$ cat src/rtl/alu_pkg.sv
// Shared opcode encodings, handshake state type and op-class helper
// for the sequential ALU with iterative multiply/divide.
package alu_pkg;

  localparam int unsigned OP_W = 4;

  localparam logic [OP_W-1:0] OP_AND   = 4'b0000;
  localparam logic [OP_W-1:0] OP_OR    = 4'b0001;
  localparam logic [OP_W-1:0] OP_ADD   = 4'b0010;
  localparam logic [OP_W-1:0] OP_XOR   = 4'b0011;
  localparam logic [OP_W-1:0] OP_NOR   = 4'b0100;
  localparam logic [OP_W-1:0] OP_SLTU  = 4'b0101;
  localparam logic [OP_W-1:0] OP_SUB   = 4'b0110;
  localparam logic [OP_W-1:0] OP_SLT   = 4'b0111;
  localparam logic [OP_W-1:0] OP_SLL   = 4'b1000;
  localparam logic [OP_W-1:0] OP_SRL   = 4'b1001;
  localparam logic [OP_W-1:0] OP_SRA   = 4'b1010;
  localparam logic [OP_W-1:0] OP_MULTU = 4'b1100;
  localparam logic [OP_W-1:0] OP_DIVU  = 4'b1101;

  typedef enum logic [1:0] {S_IDLE, S_BUSY, S_DONE} state_t;

  function automatic logic is_multicycle(input logic [OP_W-1:0] op);
    return (op == OP_MULTU) || (op == OP_DIVU);
  endfunction

endpackage

$ cat src/rtl/alu_iter_muldiv.sv
// Iterative unsigned multiply (shift-add) / restoring divide, one bit per cycle.
// {hi, lo} is the shared accumulator: product or {remainder, quotient}.
module alu_iter_muldiv #(
  parameter int unsigned WIDTH = 32
) (
  input  logic             clk,
  input  logic             rst,
  input  logic             start,
  input  logic             mode_div,
  input  logic [WIDTH-1:0] a,
  input  logic [WIDTH-1:0] b,
  output logic             last_c,
  output logic [WIDTH-1:0] lo_c,
  output logic [WIDTH-1:0] hi_c
);

  localparam int unsigned CNT_W = $clog2(WIDTH + 1);

  logic [CNT_W-1:0] cnt;
  logic             div_q;
  logic [WIDTH-1:0] opb;
  logic [WIDTH-1:0] hi;
  logic [WIDTH-1:0] lo;

  logic [WIDTH:0]   sum;
  logic [WIDTH:0]   trial;
  logic             qbit;

  // Next accumulator value for a single iteration.
  always_comb begin
    sum   = {1'b0, hi} + (lo[0] ? {1'b0, opb} : '0);
    trial = {hi, lo[WIDTH-1]};
    qbit  = (trial >= {1'b0, opb});
    lo_c  = '0;
    hi_c  = '0;
    if (div_q) begin
      // Remainder after subtraction is always below the divisor, so WIDTH bits suffice.
      hi_c = qbit ? (trial[WIDTH-1:0] - opb) : trial[WIDTH-1:0];
      lo_c = {lo[WIDTH-2:0], qbit};
    end else begin
      hi_c = sum[WIDTH:1];
      lo_c = {sum[0], lo[WIDTH-1:1]};
    end
  end

  assign last_c = (cnt == CNT_W'(1));

  always_ff @(posedge clk or posedge rst) begin
    if (rst) begin
      cnt   <= '0;
      div_q <= 1'b0;
      opb   <= '0;
      hi    <= '0;
      lo    <= '0;
    end else if (start) begin
      cnt   <= CNT_W'(WIDTH);
      div_q <= mode_div;
      opb   <= b;
      hi    <= '0;
      lo    <= a;
    end else if (cnt != '0) begin
      cnt <= cnt - CNT_W'(1);
      hi  <= hi_c;
      lo  <= lo_c;
    end
  end

endmodule

$ cat src/rtl/alu_muldiv_seq.sv
// Handshaked EX-stage ALU: single-cycle logic/arith/shift ops plus
// iterative MULTU/DIVU, with an IDLE/BUSY/DONE valid-ready wrapper.
module alu_muldiv_seq
  import alu_pkg::*;
#(
  parameter int unsigned WIDTH = 32,
  parameter int unsigned SH_W  = $clog2(WIDTH)
) (
  input  logic             clk,
  input  logic             rst,
  input  logic             in_valid,
  output logic             in_ready,
  input  logic [OP_W-1:0]  in_op,
  input  logic [WIDTH-1:0] in_a,
  input  logic [WIDTH-1:0] in_b,
  output logic             out_valid,
  input  logic             out_ready,
  output logic [WIDTH-1:0] out_lo,
  output logic [WIDTH-1:0] out_hi,
  output logic             out_zero,
  output logic             out_ovf
);

  state_t state, state_nxt;
  logic   start, load_single, load_iter;

  logic [WIDTH-1:0] alu_lo, sum, diff;
  logic [SH_W-1:0]  sh;
  logic             alu_ovf, alu_zero_en;

  logic             it_last;
  logic [WIDTH-1:0] it_lo, it_hi;

  // Single-cycle datapath; unknown opcodes give zero result with flags cleared.
  always_comb begin
    alu_lo      = '0;
    alu_ovf     = 1'b0;
    alu_zero_en = 1'b1;
    sum         = in_a + in_b;
    diff        = in_a - in_b;
    sh          = in_b[SH_W-1:0];
    case (in_op)
      OP_AND:  alu_lo = in_a & in_b;
      OP_OR:   alu_lo = in_a | in_b;
      OP_XOR:  alu_lo = in_a ^ in_b;
      OP_NOR:  alu_lo = ~(in_a | in_b);
      OP_ADD: begin
        alu_lo  = sum;
        alu_ovf = (in_a[WIDTH-1] == in_b[WIDTH-1]) && (sum[WIDTH-1] != in_a[WIDTH-1]);
      end
      OP_SUB: begin
        alu_lo  = diff;
        alu_ovf = (in_a[WIDTH-1] != in_b[WIDTH-1]) && (diff[WIDTH-1] != in_a[WIDTH-1]);
      end
      OP_SLTU: alu_lo = WIDTH'(in_a < in_b);
      OP_SLT:  alu_lo = WIDTH'($signed(in_a) < $signed(in_b));
      OP_SLL:  alu_lo = in_a << sh;
      OP_SRL:  alu_lo = in_a >> sh;
      OP_SRA:  alu_lo = WIDTH'($signed(in_a) >>> sh);
      default: alu_zero_en = 1'b0;
    endcase
  end

  alu_iter_muldiv #(.WIDTH(WIDTH)) u_iter (
    .clk      (clk),
    .rst      (rst),
    .start    (start),
    .mode_div (in_op == OP_DIVU),
    .a        (in_a),
    .b        (in_b),
    .last_c   (it_last),
    .lo_c     (it_lo),
    .hi_c     (it_hi)
  );

  always_ff @(posedge clk or posedge rst) begin
    if (rst) state <= S_IDLE;
    else     state <= state_nxt;
  end

  always_comb begin
    state_nxt   = state;
    start       = 1'b0;
    load_single = 1'b0;
    load_iter   = 1'b0;
    case (state)
      S_IDLE: if (in_valid) begin
        if (is_multicycle(in_op)) begin
          start     = 1'b1;
          state_nxt = S_BUSY;
        end else begin
          load_single = 1'b1;
          state_nxt   = S_DONE;
        end
      end
      S_BUSY: if (it_last) begin
        load_iter = 1'b1;
        state_nxt = S_DONE;
      end
      S_DONE:  if (out_ready) state_nxt = S_IDLE;
      default: state_nxt = S_IDLE;
    endcase
  end

  // Result and flags registered together so they stay aligned with out_valid.
  always_ff @(posedge clk or posedge rst) begin
    if (rst) begin
      out_lo   <= '0;
      out_hi   <= '0;
      out_zero <= 1'b0;
      out_ovf  <= 1'b0;
    end else if (load_single) begin
      out_lo   <= alu_lo;
      out_hi   <= '0;
      out_zero <= alu_zero_en && (alu_lo == '0);
      out_ovf  <= alu_ovf;
    end else if (load_iter) begin
      out_lo   <= it_lo;
      out_hi   <= it_hi;
      out_zero <= (it_lo == '0);
      out_ovf  <= 1'b0;
    end
  end

  assign in_ready  = (state == S_IDLE);
  assign out_valid = (state == S_DONE);

endmodule

$ cat config.mk
export PLATFORM = sky130hd
export DESIGN_NAME = alu_muldiv_seq
export DESIGN_NICKNAME = d
export VERILOG_FILES = /design/src/rtl/alu_pkg.sv /design/src/rtl/alu_iter_muldiv.sv /design/src/rtl/alu_muldiv_seq.sv
export SDC_FILE = /design/constraint.sdc
export NUM_CORES = 1
export LEC_CHECK = 0
export CAP_MARGIN = 10
export CELL_PAD_IN_SITES_DETAIL_PLACEMENT = 1
export CELL_PAD_IN_SITES_GLOBAL_PLACEMENT = 1
export CORE_MARGIN = 5
export CORE_UTILIZATION = 51
export CTS_BUF_LIST = sky130_fd_sc_hd__clkbuf_2 sky130_fd_sc_hd__clkbuf_4 sky130_fd_sc_hd__clkbuf_8
export DETAILED_ROUTE_END_ITERATION = 6
export HOLD_SLACK_MARGIN = 0.03
export PLACE_DENSITY_LB_ADDON = 0.1
export SLEW_MARGIN = 20
export SYNTH_ARGS = -nofsm -noshare
export SYNTH_HDL_FRONTEND = slang
export SYNTH_HIERARCHICAL = 1
export SYNTH_SLANG_ARGS = --single-unit
$ cat constraint.sdc
create_clock -name clk -period 6.87 [get_ports clk]
set_input_delay 1.374 -clock clk [delete_from_list [all_inputs] [get_ports clk]]
set_output_delay 1.374 -clock clk [all_outputs]
set_load 0.02 [all_outputs]
==> flow_summary.json, run 1 <==
{
  "wl_per_cell_um": 31.6,
  "tightest_slew_ns": 1.17,
  "num-nets-final": 3099,
  "antenna_found_initial": 4,
  "die_area_um2": 47400,
  "grt_pass1_vias": 25201,
  "post_route_cells_drive_above_1_share_pct": 11.2,
  "r2r_cells": 11,
  "r2r_start": "u_iter/hi[25]",
  "io_buffers": 139,
  "critical_path.top_delay_family": "simple AND/OR/NAND/NOR gates",
  "min_path_cells": 2,
  "post_cts_buffers": 0,
  "synth_warnings": 6,
  "crit_fanout": 15,
  "drv_cap": 0,
  "num_io_pins": 140,
  "num_rows": 76,
  "cts_buffers": 17,
  "setup.worst_path.start_class": "input port",
  "p_int_uw": 4180,
  "drc": 0,
  "synth.area.top_cells": "dfrtp_1 (19%), ha_1 (9.4%), mux4_2 (7.2%)",
  "die_width_um": 218,
  "path_buf_inv": 2,
  "fmax_ghz": 0.168,
  "drt-vias-per-instance": 7.16,
  "drt_pass1_iterations": 6,
  "grt_max_degree": 69,
  "drtIter0Drc": 3105,
  "cts_tree": "yes",
  "synth_edf_count": 0,
  "setup.worst_path.start": "in_op[2]",
  "cts_resized": 0,
  "avgSynthCellArea_um2": 7.83,
  "hold_viol": 0,
  "switching_share_pct": 55.5,
  "p_leak_uw": 0.0105,
  "drv_slew": 0,
  "syn2layout_area_growth_pct": 11.3,
  "clock_latency_ns": 0.53,
  "ys.flop_type": "dfrtp_1",
  "reg2reg_to": "out_hi[3]",
  "critical_path.max_stage_delay_ns": 1.04,
  "final_cells": 3457,
  "multiInputGateArea_um2": 16300,
  "critPathCaptureType": "flop",
  "synthCells": 2809,
  "seqCellArea_um2": 4280,
  "async_reset_ff_share_pct": 100,
  "min_period_over_period_pct": 86.9,
  "crit_arrival_ns": 6.41,
  "run_status": "completed",
  "vias": 24769,
  "die_h_um": 218,
  "max_slew_margin_pct": 21.6,
  "required_ns": 7.31,
  "tns_ns": 0,
  "clockBufferDepth": 2,
  "cpMaxStageDelayCell": "clkdlybuf4s50_1",
  "post-place-cells": 3423,
  "yosysSeqAreaShare_pct": 19.5,
  "clkPwrFrac_pct": 8.5,
  "ant_nets": 0,
  "cts_hold_buf": 0,
  "mostFrequentLayoutCell": "nand2_1",
  "synth_nets": 3051,
  "comb_power_share_pct": 71.5,
  "start_util_pct": 51.3,
  "endpoint": "out_zero",
  "grt_pass1_wl_um": 161000,
  "setup_violations": 0,
  "crit_chain": "clkdlybuf4s50_1 > buf_4 > nor2_1 > nand2_1 > o32ai_1 > a2111oi_2 > nor4bb_1 > nand4_1 > or4_1 > nor4_1 > nand4_1 > o31ai_1",
  "cp.depth": 12,
  "gr-total-overflow": 0,
  "finClkSkew_ns": 0.0185,
  "fin_crit_ns": 5.97,
  "synth_area_leader_cell": "dfrtp_1",
  "synth_seq_cells": 171,
  "root_buffer": "clkbuf_8",
  "clkSlewWorstSetupHoldPaths_ns": 0.11,
  "final_cell_mix": "nand2_1 (358), nor2_1 (209), a21oi_1 (209), o21ai_0 (170), dfrtp_1 (170)",
  "powerDensity_nw_per_um2": 384,
  "fillers": 5267,
  "cp_common_cell": "nand4_1",
  "drt_wl_total_um": 109000,
  "yosysTopAreaCellShare_pct": 19.5,
  "netlist_area_um2": 22000,
  "rsz0062_at_grt": "no",
  "reg2reg_slack_ns": 1.97,
  "yosysUniqueCellTypes": 102,
  "h-tree-depth": 4,
  "track_usage_pct": 44.3,
  "gp_congestion": 1.04,
  "switchingPower_uw": 5220,
  "worst-setup-path-type": "input port to flop",
  "place_hpwl_um": 84700,
  "core_um2": 42900,
  "clock-sinks": 171,
  "ir_worst_vdd_v": 0.000234,
  "power_frac_seq_pct": 19.9,
  "hold_path.class": "flop to flop"
}
[metal layers]
layer / track usage, % / up-vias / wire length, um
met1: 52.4 / 12156 / 39500
met4: 33.8 / 4 / 10400
met2: 71.7 / 1630 / 49500
li1: - / 10482 / -
met5: 0 / - / 24
met3: 8.05 / 497 / 9870
[how the worst min path moves through the flow]
stage               slack [ns]             to     startpoint
detailed placement        0.51        out_ovf        out_ovf
finish                    0.53     out_hi[21]     out_hi[21]
CTS                       0.53     out_hi[21]     out_hi[21]
global route              0.57     out_hi[22]     out_hi[22]
floorplan                 0.50  u_iter/opb[0]  u_iter/opb[0]
global placement          0.50        out_ovf        out_ovf
[logic make-up after synthesis]
logic type                 count (synthesis)  share of synthesized area, %
xor gates and xnor gates                  65                          2.59
and+or+nand+nor                          947                          20.5
buffers and inverters                    361                          6.68
adders and majority gates                170                          9.81
muxes                                    212                          13.9
AOI/OAI and AO/OA                        883                          27.1
DFF                                      171                          19.5
[cells in the mapped netlist, types with 53 or more instances]
library cell  number
nand2_1          358
ha_1             166
clkbuf_1         148
nor3_1            55
and2_1            53
a21o_1            58
o21ai_0          170
dfrtp_1          171
nor2_1           209
mux4_2            70
mux2i_1           97
a21oi_1          209
inv_1            144
[stage by stage]
stage / setup WS, ns / hold WS (ns) / total power [uW] / util (%) / cell area, um2
floorplan: 1.26 / 0.502 / 6080 / - / 22000
global placement: 0.694 / 0.500 / 7930 / 56.0 / 24000
detailed placement: 0.592 / 0.508 / 8310 / 56.0 / 24000
CTS: 1.14 / 0.533 / 9180 / 57.1 / 24500
global route: 0.755 / 0.567 / 9830 / 57.1 / 24500
finish: 0.902 / 0.529 / 9400 / 57.1 / 24500
[sequential cells by signal (all words and copies together), names as in the netlist, 2 cells and up]
signal and cells:
u_iter/cnt 6, out_hi 32, out_lo 32, u_iter/opb 32
u_iter/hi 32, state 2, u_iter/lo 32
[power groups by stage]
stage,sequential [uW],clock [uW],combinational (uW)
floorplan,1740,0,4330
global placement,1810,0,6120
detailed placement,1850,0,6460
CTS,1840,803,6540
global route,1890,849,7090
finish,1870,802,6730
[final cells by class]
class / count / share of cell area, %
multi-input combinational: 2277 / 66.6
sequential: 171 / 17.5
timing repair buffer: 243 / 8.81
tap: 585 / 2.99
inverter: 147 / 2.26
clock buffer: 17 / 0.956
clock inverter: 15 / 0.828
antenna: 2 / 0.0204
[tightest hold or removal path: stages (launching register included)]
cell	delay, ns
dfrtp_1	0.39
nand2_1	0.06
a21oi_1	0.05
Power figures use the tool's default switching activity.
==> run 2: changes to the inputs <==
--- a/config.mk
+++ b/config.mk
@@ -14,7 +14,6 @@
 export DETAILED_ROUTE_END_ITERATION = 6
 export HOLD_SLACK_MARGIN = 0.03
 export PLACE_DENSITY_LB_ADDON = 0.1
-export SLEW_MARGIN = 20
 export SYNTH_ARGS = -nofsm -noshare
 export SYNTH_HDL_FRONTEND = slang
 export SYNTH_HIERARCHICAL = 1
==> run 2 against run 1 <==
The flow now finishes with violations (DRC). Die area unchanged. Worst hold slack about the same. Design area about the same. Sequential power about the same. Routed wire length increased by 0.11%. Critical path depth unchanged. Global-route usage unchanged. Worst setup slack improved by 0.096 ns. Via count increased by 0.44%. Critical path type unchanged.
==> flow_summary.json, run 2 (synthesis results as in run 1) <==
{
  "finClkSkew_ns": 0.0166,
  "tns_ns": 0,
  "track_usage_pct": 44.3,
  "place_hpwl_um": 84700,
  "drt-vias-per-instance": 7.20,
  "final_cells": 3456,
  "drv_slew": 0,
  "critPathCaptureType": "flop",
  "ir_worst_vdd_v": 0.000232,
  "die_area_um2": 47400,
  "switchingPower_uw": 5210,
  "clkSlewWorstSetupHoldPaths_ns": 0.11,
  "p_int_uw": 4180,
  "num_io_pins": 140,
  "grt_pass1_vias": 25201,
  "die_width_um": 218,
  "cts_buffers": 17,
  "powerDensity_nw_per_um2": 384,
  "post_cts_buffers": 0,
  "failed_checks": "DRC",
  "wl_per_cell_um": 31.6,
  "run_status": "finished with violations",
  "drtIter0Drc": 3262,
  "power_uw": 9400,
  "h-tree-depth": 4,
  "post_route_cells_drive_above_1_share_pct": 11.2,
  "final_cell_mix": "nand2_1 (358), nor2_1 (209), a21oi_1 (209), o21ai_0 (170), dfrtp_1 (170)",
  "rsz0062_at_grt": "no",
  "drt_pass1_iterations": 7,
  "max_slew_margin_pct": 14.8,
  "clkPwrFrac_pct": 8.5,
  "comb_power_share_pct": 71.5,
  "drv_cap": 0,
  "crit_arrival_ns": 6.31,
  "gp_congestion": 1.04,
  "mostFrequentLayoutCell": "nand2_1",
  "cts_hold_buf": 0,
  "hold_viol": 0,
  "drt_wl_total_um": 109000,
  "start_util_pct": 51.3,
  "r2r_start": "u_iter/hi[25]",
  "gr-total-overflow": 0,
  "clock-sinks": 171,
  "cts_tree": "yes",
  "switching_share_pct": 55.5,
  "crit_fanout": 15,
  "drc": 3,
  "grt_pass1_wl_um": 161000,
  "setup.worst_path.start_class": "input port",
  "setup_violations": 0,
  "tightest_slew_ns": 1.25,
  "syn2layout_area_growth_pct": 11.3,
  "setup.worst_path.start": "in_op[2]",
  "num_rows": 76,
  "ant_nets": 0,
  "die_h_um": 218,
  "worst-setup-path-type": "input port to flop",
  "root_buffer": "clkbuf_8",
  "fmax_ghz": 0.170,
  "power_frac_seq_pct": 20.0,
  "hold_path.class": "flop to flop",
  "grt_max_degree": 69,
  "core_um2": 42900,
  "io_buffers": 139,
  "vias": 24878,
  "cts_resized": 0,
  "fin_crit_ns": 5.87,
  "antenna_found_initial": 4,
  "min_period_over_period_pct": 85.5,
  "clock_latency_ns": 0.53,
  "p_leak_uw": 0.0105,
  "required_ns": 7.31,
  "hold_start": "out_hi[21]",
  "post-place-cells": 3423,
  "clockBufferDepth": 2,
  "num-nets-final": 3099
}
run 2: layout make-up:
type	instances	area, um2
inverters	147	554
multi-input cells	2277	16300
clock inverters	15	203
diodes	1	2.50
flip-flops and latches	171	4280
repair buffers	243	2160
fillers	5270	18400
clock buffers	17	234
well taps	585	732
run 2: worst paths after layout:
check                                     end  slack [ns]  cells after the start
worst max-delay path                 out_zero         1.0                     12
worst min-delay path               out_hi[21]        0.53                      2
worst max register to register      out_hi[3]        1.93                     11
worst min register to register     out_hi[21]        0.53                      2
max in group asynchronous       u_iter/opb[3]        4.25                      3
min in group asynchronous       u_iter/cnt[1]        1.38                      2
run 2: through the flow:
step	hold WS (ns)	cell area (um2)	util [%]	setup slack [ns]
floorplan	0.502	22000	-	1.26
global placement	0.500	24000	56.0	0.694
detailed placement	0.508	24000	56.0	0.592
CTS	0.533	24500	57.1	1.14
global route	0.567	24500	57.1	0.755
finish	0.528	24500	57.1	0.998
run 2: layer usage:
| metal | GRT usage (%) | part of all wire [%] |
|---|---|---|
| met4 | 33.8 | 9.5 |
| met1 | 52.4 | 36 |
| met2 | 71.7 | 45 |
| met3 | 8.05 | 8.8 |
| met5 | 0 | 0.022 |
run 2: power groups by stage:
stage | clock (uW) | sequential [uW] | combinational [uW]
finish | 800 | 1880 | 6720
floorplan | 0 | 1740 | 4330
detailed placement | 0 | 1850 | 6460
CTS | 803 | 1840 | 6540
global route | 849 | 1890 | 7090
global placement | 0 | 1810 | 6120
run 2: critical path, cell delays in order:
cell             delay (ns)
clkdlybuf4s50_1        1.04
buf_4                  0.39
nor2_1                 0.15
nand2_1                0.39
o32ai_1                0.25
a2111oi_2              0.43
nor4bb_1               0.65
nand4_1                0.17
or4_1                  0.45
nor4_1                 0.54
nand4_1                0.16
o31ai_1                0.30
